<file path="config.mk">
export PLATFORM = sky130hd
export DESIGN_NAME = uram_req_rsp_adapter_flat
export DESIGN_NICKNAME = d
export VERILOG_FILES = /design/src/rtl/uram_req_rsp_adapter_if.sv /design/src/rtl/uram_req_rsp_adapter.sv /design/src/flat_wrapper.sv
export SDC_FILE = /design/constraint.sdc
export NUM_CORES = 1
export LEC_CHECK = 0
export ABC_AREA = 0
export BUFFER_PORTS_ARGS = -buffer_cell sky130_fd_sc_hd__buf_2
export CORE_MARGIN = 10
export CORE_UTILIZATION = 61
export DETAILED_ROUTE_END_ITERATION = 10
export PLACE_DENSITY = 0.83
export SKIP_CTS_REPAIR_TIMING = 1
export SYNTH_ARGS = -nofsm -noshare
export SYNTH_HDL_FRONTEND = slang
export SYNTH_SLANG_ARGS = --single-unit
export TNS_END_PERCENT = 20
</file>
<file path="constraint.sdc">
create_clock -name clk -period 64.8 [get_ports clk]
set_input_delay 12.96 -clock clk [delete_from_list [all_inputs] [get_ports clk]]
set_output_delay 12.96 -clock clk [all_outputs]
set_load 0.03 [all_outputs]
</file>
<file path="src/rtl/uram_req_rsp_adapter_if.sv">
// Request/response and URAM control bundle for the URAM front-end adapter.
// Latency: none, signal grouping only.
// Backpressure: req_ready/rsp_ready handshakes; the URAM side has none.
interface uram_req_rsp_adapter_if #(
    parameter int AWIDTH  = 12,
    parameter int NUM_COL = 9,
    parameter int DWIDTH  = 72
);
    logic               req_valid;
    logic               req_ready;
    logic               req_write;
    logic [AWIDTH-1:0]  req_addr;
    logic [DWIDTH-1:0]  req_wdata;
    logic [NUM_COL-1:0] req_wstrb;
    logic               rsp_valid;
    logic               rsp_ready;
    logic [DWIDTH-1:0]  rsp_rdata;
    logic               uram_mem_en;
    logic [NUM_COL-1:0] uram_we;
    logic               uram_regce;
    logic [AWIDTH-1:0]  uram_addr;
    logic [DWIDTH-1:0]  uram_din;
    logic [DWIDTH-1:0]  uram_dout;

    // Adapter side.
    modport slave (
        input  req_valid, req_write, req_addr, req_wdata, req_wstrb, rsp_ready, uram_dout,
        output req_ready, rsp_valid, rsp_rdata,
        output uram_mem_en, uram_we, uram_regce, uram_addr, uram_din
    );

    // Requester + URAM side.
    modport master (
        output req_valid, req_write, req_addr, req_wdata, req_wstrb, rsp_ready, uram_dout,
        input  req_ready, rsp_valid, rsp_rdata,
        input  uram_mem_en, uram_we, uram_regce, uram_addr, uram_din
    );
endinterface

</file>
<file path="src/rtl/uram_req_rsp_adapter.sv">
// Valid/ready request stream to registered pipelined-URAM controls, read data into a response FIFO.
// Latency: URAM controls 1 cycle after accept; rsp_valid NBPIPE+3 cycles after a read accept.
// Backpressure: req_ready drops while RSP_DEPTH reads are outstanding, so returning data always fits.
module uram_req_rsp_adapter #(
    parameter int AWIDTH    = 12,
    parameter int NUM_COL   = 9,
    parameter int CWIDTH    = 8,
    parameter int DWIDTH    = 72,
    parameter int NBPIPE    = 3,
    parameter int RSP_DEPTH = 8
) (
    input  logic                  clk,
    input  logic                  rst,
    uram_req_rsp_adapter_if.slave bus
);
    localparam int LAT = NBPIPE + 2;
    localparam int CW  = $clog2(RSP_DEPTH + 1);
    localparam int PW  = (RSP_DEPTH > 1) ? $clog2(RSP_DEPTH) : 1;

    logic               run_q;      // low in reset, high from the first edge after release
    logic               en_q;
    logic [NUM_COL-1:0] we_q;
    logic [AWIDTH-1:0]  addr_q;
    logic [DWIDTH-1:0]  din_q;
    logic [LAT:0]       tag_q;      // bit i set: read issued i cycles ago
    logic [CW-1:0]      occ_q;      // reads accepted and not yet popped
    logic [CW-1:0]      cnt_q;
    logic [PW-1:0]      wr_ptr_q;
    logic [PW-1:0]      rd_ptr_q;
    logic [DWIDTH-1:0]  fifo_mem [RSP_DEPTH];

    logic acc, rd_acc, wr_acc, push, pop;

    function automatic logic [PW-1:0] next_ptr(input logic [PW-1:0] p);
        return (p == PW'(RSP_DEPTH - 1)) ? '0 : p + PW'(1);
    endfunction

    assign bus.req_ready   = run_q && (occ_q < CW'(RSP_DEPTH));
    assign acc             = bus.req_valid && bus.req_ready;
    assign rd_acc          = acc && !bus.req_write;
    // A zero-strobe write must not assert mem_en: with we=0 the URAM would perform a read.
    assign wr_acc          = acc && bus.req_write && (|bus.req_wstrb);
    assign push            = tag_q[LAT];
    assign pop             = bus.rsp_valid && bus.rsp_ready;

    assign bus.rsp_valid   = (cnt_q != '0);
    assign bus.rsp_rdata   = fifo_mem[rd_ptr_q];
    assign bus.uram_mem_en = en_q;
    assign bus.uram_we     = we_q;
    assign bus.uram_regce  = run_q;
    assign bus.uram_addr   = addr_q;
    assign bus.uram_din    = din_q;

    // Issue registers: one URAM access per accepted request; addr/din hold when idle.
    always_ff @(posedge clk or posedge rst) begin
        if (rst) begin
            run_q  <= 1'b0;
            en_q   <= 1'b0;
            we_q   <= '0;
            addr_q <= '0;
            din_q  <= '0;
        end else begin
            run_q <= 1'b1;
            en_q  <= rd_acc || wr_acc;
            we_q  <= wr_acc ? bus.req_wstrb : '0;
            if (acc) begin
                addr_q <= bus.req_addr;
            end
            if (wr_acc) begin
                din_q <= bus.req_wdata;
            end
        end
    end

    // Read tag pipeline and credit counter.
    always_ff @(posedge clk or posedge rst) begin
        if (rst) begin
            tag_q <= '0;
            occ_q <= '0;
        end else begin
            tag_q <= {tag_q[LAT-1:0], rd_acc};
            case ({rd_acc, pop})
                2'b10:   occ_q <= occ_q + CW'(1);
                2'b01:   occ_q <= occ_q - CW'(1);
                default: occ_q <= occ_q;
            endcase
        end
    end

    // Response FIFO: push when a tag exits, pop on handshake; credits rule out overflow.
    always_ff @(posedge clk or posedge rst) begin
        if (rst) begin
            cnt_q    <= '0;
            wr_ptr_q <= '0;
            rd_ptr_q <= '0;
            for (int i = 0; i < RSP_DEPTH; i++) begin
                fifo_mem[i] <= '0;
            end
        end else begin
            if (push) begin
                fifo_mem[wr_ptr_q] <= bus.uram_dout;
                wr_ptr_q           <= next_ptr(wr_ptr_q);
            end
            if (pop) begin
                rd_ptr_q <= next_ptr(rd_ptr_q);
            end
            case ({push, pop})
                2'b10:   cnt_q <= cnt_q + CW'(1);
                2'b01:   cnt_q <= cnt_q - CW'(1);
                default: cnt_q <= cnt_q;
            endcase
        end
    end
endmodule

</file>
<file path="src/flat_wrapper.sv">
// flat-port wrapper written by rule: the top's interface ports become plain ports
module uram_req_rsp_adapter_flat 
#(
    parameter int AWIDTH    = 12,
    parameter int NUM_COL   = 9,
    parameter int CWIDTH    = 8,
    parameter int DWIDTH    = 72,
    parameter int NBPIPE    = 3,
    parameter int RSP_DEPTH = 8
)
  (clk, rst, bus_req_valid, bus_req_write, bus_req_addr, bus_req_wdata, bus_req_wstrb, bus_rsp_ready, bus_uram_dout, bus_req_ready, bus_rsp_valid, bus_rsp_rdata, bus_uram_mem_en, bus_uram_we, bus_uram_regce, bus_uram_addr, bus_uram_din);
  uram_req_rsp_adapter_if #(.AWIDTH(AWIDTH), .NUM_COL(NUM_COL), .DWIDTH(DWIDTH)) bus_i ();
  input  logic clk;
  input  logic rst;
  input wire logic [$bits(bus_i.req_valid)-1:0] bus_req_valid;
  input wire logic [$bits(bus_i.req_write)-1:0] bus_req_write;
  input wire logic [$bits(bus_i.req_addr)-1:0] bus_req_addr;
  input wire logic [$bits(bus_i.req_wdata)-1:0] bus_req_wdata;
  input wire logic [$bits(bus_i.req_wstrb)-1:0] bus_req_wstrb;
  input wire logic [$bits(bus_i.rsp_ready)-1:0] bus_rsp_ready;
  input wire logic [$bits(bus_i.uram_dout)-1:0] bus_uram_dout;
  output wire logic [$bits(bus_i.req_ready)-1:0] bus_req_ready;
  output wire logic [$bits(bus_i.rsp_valid)-1:0] bus_rsp_valid;
  output wire logic [$bits(bus_i.rsp_rdata)-1:0] bus_rsp_rdata;
  output wire logic [$bits(bus_i.uram_mem_en)-1:0] bus_uram_mem_en;
  output wire logic [$bits(bus_i.uram_we)-1:0] bus_uram_we;
  output wire logic [$bits(bus_i.uram_regce)-1:0] bus_uram_regce;
  output wire logic [$bits(bus_i.uram_addr)-1:0] bus_uram_addr;
  output wire logic [$bits(bus_i.uram_din)-1:0] bus_uram_din;
  assign bus_i.req_valid = bus_req_valid;
  assign bus_i.req_write = bus_req_write;
  assign bus_i.req_addr = bus_req_addr;
  assign bus_i.req_wdata = bus_req_wdata;
  assign bus_i.req_wstrb = bus_req_wstrb;
  assign bus_i.rsp_ready = bus_rsp_ready;
  assign bus_i.uram_dout = bus_uram_dout;
  assign bus_req_ready = bus_i.req_ready;
  assign bus_rsp_valid = bus_i.rsp_valid;
  assign bus_rsp_rdata = bus_i.rsp_rdata;
  assign bus_uram_mem_en = bus_i.uram_mem_en;
  assign bus_uram_we = bus_i.uram_we;
  assign bus_uram_regce = bus_i.uram_regce;
  assign bus_uram_addr = bus_i.uram_addr;
  assign bus_uram_din = bus_i.uram_din;
  uram_req_rsp_adapter #(.AWIDTH(AWIDTH), .NUM_COL(NUM_COL), .CWIDTH(CWIDTH), .DWIDTH(DWIDTH), .NBPIPE(NBPIPE), .RSP_DEPTH(RSP_DEPTH)) u_core (.clk(clk), .rst(rst), .bus(bus_i));
endmodule
</file>
-- Yosys cells after proc, flatten, opt, wreduce, memory -nomap -nowiden
Cells that the tools add are included.
- logic and storage cells: 60
- output and inout port bits: 169
- bits in registers: 691
- bits of input ports: 170
- muxes and demuxes: 11
- reduce and logical (&&, ||, !) cells: 13
- magnitude comparators: 4
- equality and inequality tests: 6
- add/subtract/negate cells: 6
- bitwise logic cells: 2
- operator list (cell ; number):
    bitwise mux 576 bit ; 1
    binary-select mux 72 bit (select 3 bit) ; 1
    demux 72 bit (select 3 bit) ; 1
    2-to-1 mux 72 bit ; 3
    one-hot mux 4 bit (2 select lines) ; 2
    2-to-1 mux 9 bit ; 1
    OR reduction 9 bit ; 1
    adder 4 x 1 -> 4 bit, second input constant ; 2
    >= comparator 4 bit, second input constant ; 2
    inverter 3 -> 4 bit ; 2
    subtractor 4 x 1 -> 4 bit, second input constant ; 2
    logical AND 1 bit ; 7
    adder 3 x 1 -> 3 bit, second input constant ; 2
    equality test 3 bit, second input constant ; 2
    2-to-1 mux 3 bit ; 2
    equality test 2 x 1 -> 1 bit, second input constant ; 2
    equality test 2 bit, second input constant ; 2
    < comparator 4 x 1 -> 1 bit, second input constant ; 1
    < comparator 4 bit, second input constant ; 1
    nonzero test 2 bit ; 2
    nonzero test 4 bit ; 1
    logical NOT 1 bit ; 1
    logical OR 1 bit ; 1

-- Logic depth before layout (Yosys ltp)
Gate-level depths: netlist (run 1).
- depth in word-level cells: 6
- mapped depth: 11
- gate-level depth less buffers: 10

-- Worst setup path after synthesis (run 1)
No wires, ideal clock.
- path type: register -> output
- start point: register u_core.rd_ptr_q[0]
- end point: output port bus_rsp_rdata[0]
- arrival time: 1.993 ns
- cell stages (with the launch flop): 5
- data required time: 51.840 ns
- path buffers: 2
- slack: 49.847 ns
- path through: dfrtp_1 clkbuf_1 buf_2 mux4_2 mux2_2
- longest elaborated chain between the ends: 4
- ends and longest elaborated chain (element ; line ; text):
    from (decl) ; uram_req_rsp_adapter.sv:29 ; logic [PW-1:0] rd_ptr_q;
    from (signal assigned) ; uram_req_rsp_adapter.sv:105 ; rd_ptr_q <= next_ptr(rd_ptr_q);
    inverter 3 -> 4 bit (implied by the code) ; uram_req_rsp_adapter.sv:47 ; assign bus.rsp_rdata = fifo_mem[rd_ptr_q];
    binary-select mux 72 bit (select 3 bit) ; uram_req_rsp_adapter.sv:47 ;
    2-to-1 mux 72 bit (implied by the code) (2 in series) ; uram_req_rsp_adapter.sv:47 ;
    to (decl) ; flat_wrapper.sv:24 ; output wire logic [$bits(bus_i.rsp_rdata)-1:0] bus_rsp_rdata;
Every way passes these cells. The select of a mux whose other input is x is not followed.

-- Final worst setup path (run 1)
- start point: register u_core.rd_ptr_q[0]
- end point: output port bus_rsp_rdata[58]
Same word-level chain as after synthesis.

==> results.txt, run 1 <==
status = finished clean
Starting Density = 0.616
Initial DRC Count = 1180
area grow syn2layout = 15.6%
Final Core Density = 0.712
final count of negative-setup-slack endpoints = 0
overall global routing resource usage = 0.241
Max FO, Critical Path = 51
TritonCTS Buffers = 71
Overflow after GRT = 0
Register Area = 17300 um2
GP Congestion = 0.943
Sink Count = 691
number of global-route vias before repair = 19039
fin nets = 2292
I/O pins = 339
ys flop type = dfrtp_1
DIE HEIGHT = 242 um
register area share after synthesis = 0.575
drt via density = 5.95
clock transition at the registers of the reported paths = 60 ps
clk_lat worst skew = 600 ps
Chip Width = 242 um
P_leak = 15.8 nW
Vias = 16939
EDFF count, synth = 0
critical setup path kind = flip-flop to primary output
Hold Crit Class = flip-flop to flip-flop
H-tree depth = 3
IO buf count = 338
synth unique cells = 39
top-count cell post-synth = dfrtp_1
FF-to-FF End = u_core.fifo_mem[566]
synthesized area = 30100 um2
sw frac = 0.347
drc violations = 0
Clock power frac = 0.229
unrepaired setup endpoints after global routing = no
Hold Path End = u_core.tag_q[5]
Reg2Reg Setup Slack = 61820 ps
Reg2Reg Launch Point = u_core.wr_ptr_q[0]
pin count of the biggest net entering global routing = 201
Yosys top cell by area = dfrtp_1
initial antenna violation count = 20
remaining antenna violation count = 0
final setup margin = 48030 ps
DRT Wirelength = 70.1 mm
max_slew headroom = 0.227
CTS tree = built
maximum VDD drop = 0.0000384 V
post-synth top area share = 0.575
num rows = 81
depth of the worst register-to-register path = 4
CORE AREA = 48800 um2
Gate power share = 0.388
hpwl dp = 42.7 mm
startpoint types = flip-flop
Clock Tree Buf Depth = 3
Final Hold Fails = 0
root buf cell = clkbuf_16
Mapped Nets = 1972
Post-synth top cells = dfrtp_1 (691), mux2_2 (688), mux4_2 (144)
Hold Worst Slack = 329 ps
Die ar. = 58600 um2
Max Clock Freq = 59.6 MHz
Clock Skew = 20.5 ps
pins over their slew limit = 0
Mapped Cells = 1792
critical path arrival = 3820 ps
FF+latch count, synth = 691
# fillers = 3133
sequential power share = 0.383
iteration count of the initial detailed-routing pass = 4
layout cells sized above 1 = 0.623
Post-synth ARST share = 1.00
synth top area cells = dfrtp_1 (57%), mux2_2 (26%), mux4_2 (11%), mux2_4 (1.8%), clkbuf_1 (0.87%)
Place WS = 48570 ps
worst hold path startpoint = u_core.tag_q[4]
average wire per standard cell = 24.6 um
Setup TNS = 0 ps
Yosys warning total = 0
multi-input logic area = 12300 um2
hold path depth = 0
CP Capture Type = primary output
max cap viols = 0
Int Power = 1.18 mW
NetSw = 0.625 mW
required time of the critical path = 51840 ps
Avg Cell Area, Syn = 16.8 um2
actual slew at the worst max-slew pin = 1160 ps
Tcrit/Tclk final = 0.259
first-pass GRT wire length = 111 mm
min Tclk post-route = 16780 ps
PD cells = 51.8 nW/um2
==> how the worst max path moves through the flow <==
stage,cells after the start,start,slack [ps],endpoint
after floorplan,1,rst,32470,u_core.bus.uram_addr[0]
after global placement,4,u_core.rd_ptr_q[0],48580,bus_rsp_rdata[15]
after detailed placement,4,u_core.rd_ptr_q[0],48570,bus_rsp_rdata[15]
after CTS,4,u_core.rd_ptr_q[0],47880,bus_rsp_rdata[58]
after global routing,4,u_core.rd_ptr_q[0],47690,bus_rsp_rdata[58]
final,4,u_core.rd_ptr_q[0],48030,bus_rsp_rdata[58]
==> registers in the layout, indices dropped and copies added (netlist names) <==
register                count
u_core.tag_q                6
u_core.wr_ptr_q             3
u_core.rd_ptr_q             3
u_core.bus.uram_regce       1
u_core.cnt_q                4
u_core.fifo_mem           576
u_core.bus.uram_addr       12
u_core.occ_q                4
u_core.bus.uram_we          9
u_core.bus.uram_mem_en      1
u_core.bus.uram_din        72
==> worst max-delay path, cell delays in order (launching register included) <==
cell	delay [ps]
dfrtp_4	1100
buf_4	900
mux4_2	630
mux2_2	320
buf_2	190
==> cells by family after synthesis <==
logic type	count (synthesis)	share of synthesized area
multiplexers	868	0.383
flip-flops	691	0.575
buffers and inverters	119	0.0175
AND/OR/NAND/NOR	82	0.0148
AO/OA/AOI/OAI	11	0.00221
adder cells (fa/ha/maj)	10	0.00416
XOR/XNOR	10	0.00291
other	1	0.000125
==> per-layer routing <==
layer	vias up	part of all wire	global-route usage
li1	7314	-	-
met1	9099	0.41	0.303
met2	427	0.51	0.406
met3	87	0.061	0.0617
met4	12	0.017	0.0742
met5	-	0.0012	0
==> cell usage in the layout, fill, tap and decap left out, drive strengths merged, types with 2 or more instances in the layout <==
cell type | netlist | layout
nand2b | 5 | 5
dfrtp | 691 | 691
bufinv | 0 | 6
mux4 | 144 | 144
and2 | 5 | 5
o21ai | 3 | 3
xnor2 | 4 | 4
clkbuf | 70 | 106
mux2 | 724 | 724
nand4b | 3 | 3
and3 | 5 | 5
nor2 | 2 | 2
or4 | 2 | 2
diode | 0 | 13
clkinv | 0 | 10
nand2 | 43 | 43
buf | 45 | 362
xor2 | 6 | 6
a21oi | 4 | 4
nor4 | 2 | 2
clkinvlp | 0 | 3
nor3 | 4 | 4
inv | 4 | 8
nor3b | 4 | 4
ha | 10 | 10
==> metrics by stage <==
step,area [um2],std cells,power [mW]
finish,34800,2845,1.80
global route,34800,2842,1.89
CTS,34700,2832,1.82
detailed placement,32400,2703,1.39
global placement,32400,2703,1.37
floorplan,30100,1792,1.20
==> power groups by stage <==
| stage | clock network, mW | registers, mW | logic, mW |
|---|---|---|---|
| after floorplan | 0 | 0.704 | 0.498 |
| after global placement | 0 | 0.682 | 0.685 |
| after detailed placement | 0 | 0.692 | 0.703 |
| after CTS | 0.421 | 0.689 | 0.707 |
| after global routing | 0.441 | 0.708 | 0.743 |
| final | 0.413 | 0.690 | 0.698 |
==> final cells by class <==
type | count | area share
Sequential cell | 691 | 0.498
Multi-Input combinational cell | 982 | 0.353
Clock buffer | 106 | 0.0598
Timing Repair Buffer | 362 | 0.0549
Tap cell | 664 | 0.0239
Clock inverter | 23 | 0.00860
Antenna cell | 13 | 0.000936
Inverter | 4 | 0.000648
Power figures use the tool's default switching activity.
==> run 2, diff against run 1 <==
CORE_UTILIZATION = 53   (was 61)
PLACE_DENSITY = 0.76   (was 0.83)
clock period = 13.9 ns   (was 64.8 ns; I/O delays follow)
==> run 2 against run 1 <==
Hold slack better by 20 ps; wire length decreased by 0.91%; total power rose to 4.7 times the previous value; utilization fell by 9.0 points; worst setup slack worse by 41000 ps; critical endpoint unchanged.
==> results.txt, run 2 (synthesis results as in run 1) <==
status = finished clean
Overflow after GRT = 0 (unchanged)
I/O pins = 339 (unchanged)
Top delay family on crit path = flip-flops
Placed Cells = 2798 (+3.5%)
metal2 WL = 34.9 mm (-2.5%)
Clock Skew = 19.4 ps (-1.08 ps)
TritonCTS Buffers = 72 (+1.4%)
number of global-route vias before repair = 18926 (-0.59%)
placed cell area = 32500 um2 (+0.45%)
Worst path max stage delay = 1070 ps (-30 ps)
Sink Count = 691 (unchanged)
hold path depth = 0 (unchanged)
drt via density = 5.74 (-3.6%)
DRT Wirelength = 69.4 mm (-0.91%)
WP depth = 4 (unchanged)
maximum VDD drop = 0.000186 V (+380%)
required time of the critical path = 11120 ps (-40720 ps)
Register Area = 17300 um2 (unchanged)
critical setup path kind = flip-flop to primary output
Final Hold Fails = 0 (unchanged)
Max Clock Freq = 156 MHz
GP Congestion = 0.780 (-17%)
hpwl dp = 41.7 mm (-2.3%)
Tcrit/Tclk final = 0.460
Final Non-Filler Cells = 2929 (+3.0%)
first-pass GRT wire length = 110 mm (-1.2%)
Chip Width = 258 um (+6.7%)
H-tree depth = 3 (unchanged)
critical path arrival = 3620 ps (-200 ps)
final instance area = 35000 um2 (+0.68%)
initial antenna violation count = 7 (-65%)
fin nets = 2296 (+0.17%)
overall global routing resource usage = 0.208 (-0.0331)
depth of the worst register-to-register path = 6 (+2)
Vias = 16804 (-0.80%)
pins over their slew limit = 0 (unchanged)
drc violations = 0 (unchanged)
Place WS = 8040 ps (-40530 ps)
CORE AREA = 56300 um2 (+15%)
Initial DRC Count = 752 (-36%)
DIE HEIGHT = 258 um (+6.7%)
average wire per standard cell = 23.7 um (-3.8%)
Setup TNS = 0 ps (unchanged)
iteration count of the initial detailed-routing pass = 4 (unchanged)
Top Metal Used = met5
Starting Density = 0.534 (-0.0813)
multi-input logic area = 12300 um2 (unchanged)
Max FO, Critical Path = 102 (+100%)
max_slew headroom = 0.293 (+0.0663)
root buf cell = clkbuf_16
Die ar. = 66700 um2 (+14%)
max cap viols = 0 (unchanged)
Hold Worst Slack = 350 ps (+20.4 ps)
startpoint types = flip-flop
actual slew at the worst max-slew pin = 1060 ps (-99.5 ps)
num rows = 87 (+7.4%)
min Tclk post-route = 6400 ps
# fillers = 4148 (+32%)
Hold Crit Class = flip-flop to flip-flop
WP buf/inv = 2 (unchanged)
pin count of the biggest net entering global routing = 195 (-3.0%)
IO buf count = 338 (unchanged)
unrepaired setup endpoints after global routing = no
most frequent cells in the layout = mux2_2 (688), dfrtp_1 (688), buf_2 (338)
remaining antenna violation count = 0 (unchanged)
number of flip-flops in the largest register = 576 (unchanged)
final setup margin = 7500 ps (-40530 ps)
layout cells sized above 1 = 0.625 (+0.00231)
slowest CP cell = dfrtp_4
P_leak = 15.8 nW (+0.39%)
clk_lat worst skew = 600 ps (about the same)
clock transition at the registers of the reported paths = 60 ps (about the same)
area grow syn2layout = 16.4%
Clock Tree Buf Depth = 3 (unchanged)
routed length on met1 = 29.3 mm (+1.8%)
CP Capture Type = primary output
Critical Path, Cell by Cell = buf_12 > mux4_2 > mux2_2 > buf_2
Top reg by flops = u_core.fifo_mem
PD cells = 241 nW/um2 (+370%)
CTS tree = built
DR WL met3 = 4.07 mm (-5.5%)
final count of negative-setup-slack endpoints = 0 (unchanged)
==> run 2: per-layer routing <==
layer	track usage	vias to the layer above
met5	0	-
met4	0.0555	4
met3	0.0535	80
met2	0.354	369
met1	0.262	9067
li1	-	7284
==> run 2: worst paths after layout <==
path | start | endpoint | slack, ps
min reg2reg | u_core.tag_q[4] | u_core.tag_q[5] | 350
min | u_core.tag_q[4] | u_core.tag_q[5] | 350
max in group asynchronous | rst | u_core.fifo_mem[395] | 9040
max reg2reg | u_core.occ_q[3] | u_core.bus.uram_din[58] | 11010
max | u_core.rd_ptr_q[0] | bus_rsp_rdata[58] | 7500
min in group asynchronous | rst | u_core.cnt_q[3] | 2410
==> run 2: cell type report <==
cell class	instances	area share
clock buffer	103	0.0606
timing repair buffer	365	0.0556
inverter	4	0.000536
tap	756	0.0270
multi-input combinational	982	0.351
sequential	691	0.494
clock inverter	23	0.0104
antenna	5	0.000358
==> run 2: where the power goes <==
| part | switching, mW | internal [mW] |
|---|---|---|
| Sequential | 0.467 | 2.74 |
| Combinational | 1.65 | 1.59 |
| Clock | 0.781 | 1.23 |
| Total | 2.89 | 5.56 |
==> run 2: per-stage QoR <==
| stage | power, mW | utilization |
|---|---|---|
| after floorplan | 5.60 | - |
| after global placement | 6.39 | 0.577 |
| after detailed placement | 6.50 | 0.577 |
| after CTS | 8.55 | 0.622 |
| after global routing | 8.89 | 0.622 |
| final | 8.45 | 0.622 |
==> run 2: worst reg2reg max path, cell delays in order, from the launching register on <==
cell     delay (ps)
dfrtp_1         400
nor2b_1         270
nand2_1         360
nor3b_2         240
buf_4           330
buf_4           730
mux2_2          460
==> run 3, diff against run 2 <==
CORE_UTILIZATION = 59   (was 53)
PLACE_DENSITY = 0.8   (was 0.76)
clock period = 6.4 ns   (was 13.9 ns; I/O delays follow)
==> run 3 against run 2 <==
Critical path depth unchanged; global-route usage rose by 2.5 points; combinational power grew 120%; clock skew up 0.61 ps; largest power group unchanged; highest routed layer unchanged; largest cell class unchanged; sequential share of layout area grew 0.18 points.
==> results.txt, run 3 (synthesis results as in run 1) <==
clk_lat worst skew = 600 ps (about the same)
GR Util met2 = 0.386 (+0.0326)
Tot Pwr = 18.3 mW (+120%)
Worst path max stage delay = 1070 ps (about the same)
actual slew at the worst max-slew pin = 1110 ps (+50.0 ps)
CP Capture Type = primary output
Critical Path, Cell by Cell = buf_12 > mux4_2 > mux2_2 > buf_2
drt via density = 5.93 (+3.4%)
final count of negative-setup-slack endpoints = 0 (unchanged)
P_leak = 15.8 nW (about the same)
Placed Cells = 2715 (-3.0%)
Sink Count = 691 (unchanged)
final instance area = 34900 um2 (-0.35%)
number of flip-flops in the largest register = 576 (unchanged)
Vias = 16921 (+0.70%)
busiest metal layer after global routing = met2
clock transition at the registers of the reported paths = 60 ps (about the same)
critical setup path kind = flip-flop to primary output
CTS tree = built
I/O pins = 339 (unchanged)
Hold Crit Class = flip-flop to flip-flop
layout cells sized above 1 = 0.625 (about the same)
# fillers = 3306 (-20%)
Final Non-Filler Cells = 2853 (-2.6%)
Starting Density = 0.598 (+0.0638)
WP buf/inv = 2 (unchanged)
unrepaired setup endpoints after global routing = no
pin count of the biggest net entering global routing = 178 (-8.7%)
drc violations = 0 (unchanged)
H-tree depth = 3 (unchanged)
Overflow after GRT = 0 (unchanged)
Tcrit/Tclk final = 0.719
slowest CP cell = dfrtp_4
maximum VDD drop = 0.000416 V (+120%)
Die ar. = 60400 um2 (-9.4%)
average wire per standard cell = 24.5 um (+3.4%)
Final Hold Fails = 0 (unchanged)
hpwl dp = 42.6 mm (+2.0%)
iteration count of the initial detailed-routing pass = 4 (unchanged)
Max FO, Critical Path = 64 (-37%)
initial antenna violation count = 18 (+11)
depth of the worst register-to-register path = 10 (+4)
remaining antenna violation count = 0 (unchanged)
DIE HEIGHT = 246 um (-4.8%)
root buf cell = clkbuf_16
Initial DRC Count = 894 (+19%)
min Tclk post-route = 4600 ps
grt met3 use = 0.0649 (+0.0114)
IO buf count = 338 (unchanged)
placed cell area = 32400 um2 (-0.22%)
Clock Tree Buf Depth = 3 (unchanged)
area grow syn2layout = 16.0%
pins over their slew limit = 0 (unchanged)
Clock Skew = 20.0 ps (+0.614 ps)
startpoint types = flip-flop
WP depth = 4 (unchanged)
hold path depth = 0 (unchanged)
Setup TNS = 0 ps (unchanged)
TritonCTS Buffers = 74 (+2.8%)
max_slew headroom = 0.260 (-0.0333)
fin nets = 2299 (+0.13%)
Top delay family on crit path = flip-flops
required time of the critical path = 5120 ps (-6000 ps)
most frequent cells in the layout = mux2_2 (688), dfrtp_1 (688), buf_2 (338)
number of global-route vias before repair = 18892 (-0.18%)
DRT Wirelength = 69.9 mm (+0.67%)
max cap viols = 0 (unchanged)
CORE AREA = 50300 um2 (-11%)
GR Util met1 = 0.300 (+0.0377)
Top reg by flops = u_core.fifo_mem
overall global routing resource usage = 0.233 (+0.0254)
Max Clock Freq = 217 MHz
num rows = 82 (-5.7%)
Chip Width = 246 um (-4.8%)
status = finished clean
first-pass GRT wire length = 110 mm (+0.30%)
critical path arrival = 3320 ps (-300 ps)
PD cells = 524 nW/um2 (+120%)
GP Congestion = 0.859 (+10%)
==> run 3: cell count changes in the layout (fill, tap and decap cells not counted), moves of 3 or more <==
cell / before / now
clkinvlp_4: 5 / 2
clkbuf_8: 14 / 17
bufinv_16: 9 / 4
clkinv_2: 6 / 10
diode_2: 5 / 11
==> run 3: report_power, final <==
group          switching, mW  internal, mW  total (mW)
clock                   1.69          2.55        4.24
sequential              1.07          5.94        7.01
combinational           3.56          3.47        7.03
total                   6.32          12.0        18.3
==> run 3: final timing paths <==
kind	startpoint	endpoint	slack, ps
max	u_core.rd_ptr_q[0]	bus_rsp_rdata[64]	1800
min	u_core.tag_q[4]	u_core.tag_q[5]	350
max reg2reg	u_core.cnt_q[0]	u_core.cnt_q[2]	3660
min reg2reg	u_core.tag_q[4]	u_core.tag_q[5]	350
max in group asynchronous	rst	u_core.rd_ptr_q[0]	3970
min in group asynchronous	rst	u_core.fifo_mem[159]	860
==> run 3: per-stage QoR <==
step           worst slack, ps  utilization  hold WS [ps]
2_1_floorplan            -4340            -           331
3_3_place_gp              2340        0.645           332
3_5_place_dp              2330        0.645           335
4_1_cts                   1660        0.693           348
5_1_grt                   1540        0.694           353
6_report                  1800        0.694           347
==> run 3: layout make-up <==
cell class	count	area [um2]	share of cell area
Multi-Input combinational cell	982	12300	0.352
Clock buffer	109	2220	0.0636
Timing Repair Buffer	366	1980	0.0567
Inverter	4	18.8	0.000538
Tap cell	672	841	0.0241
Antenna cell	11	27.5	0.000789
Clock inverter	18	204	0.00585
Sequential cell	691	17300	0.496
==> run 3: layer usage <==
metal | routed length [um] | part of all wire
met5 | 94 | 0.0013
met4 | 1310 | 0.019
met3 | 4180 | 0.060
met2 | 35500 | 0.51
met1 | 28800 | 0.41
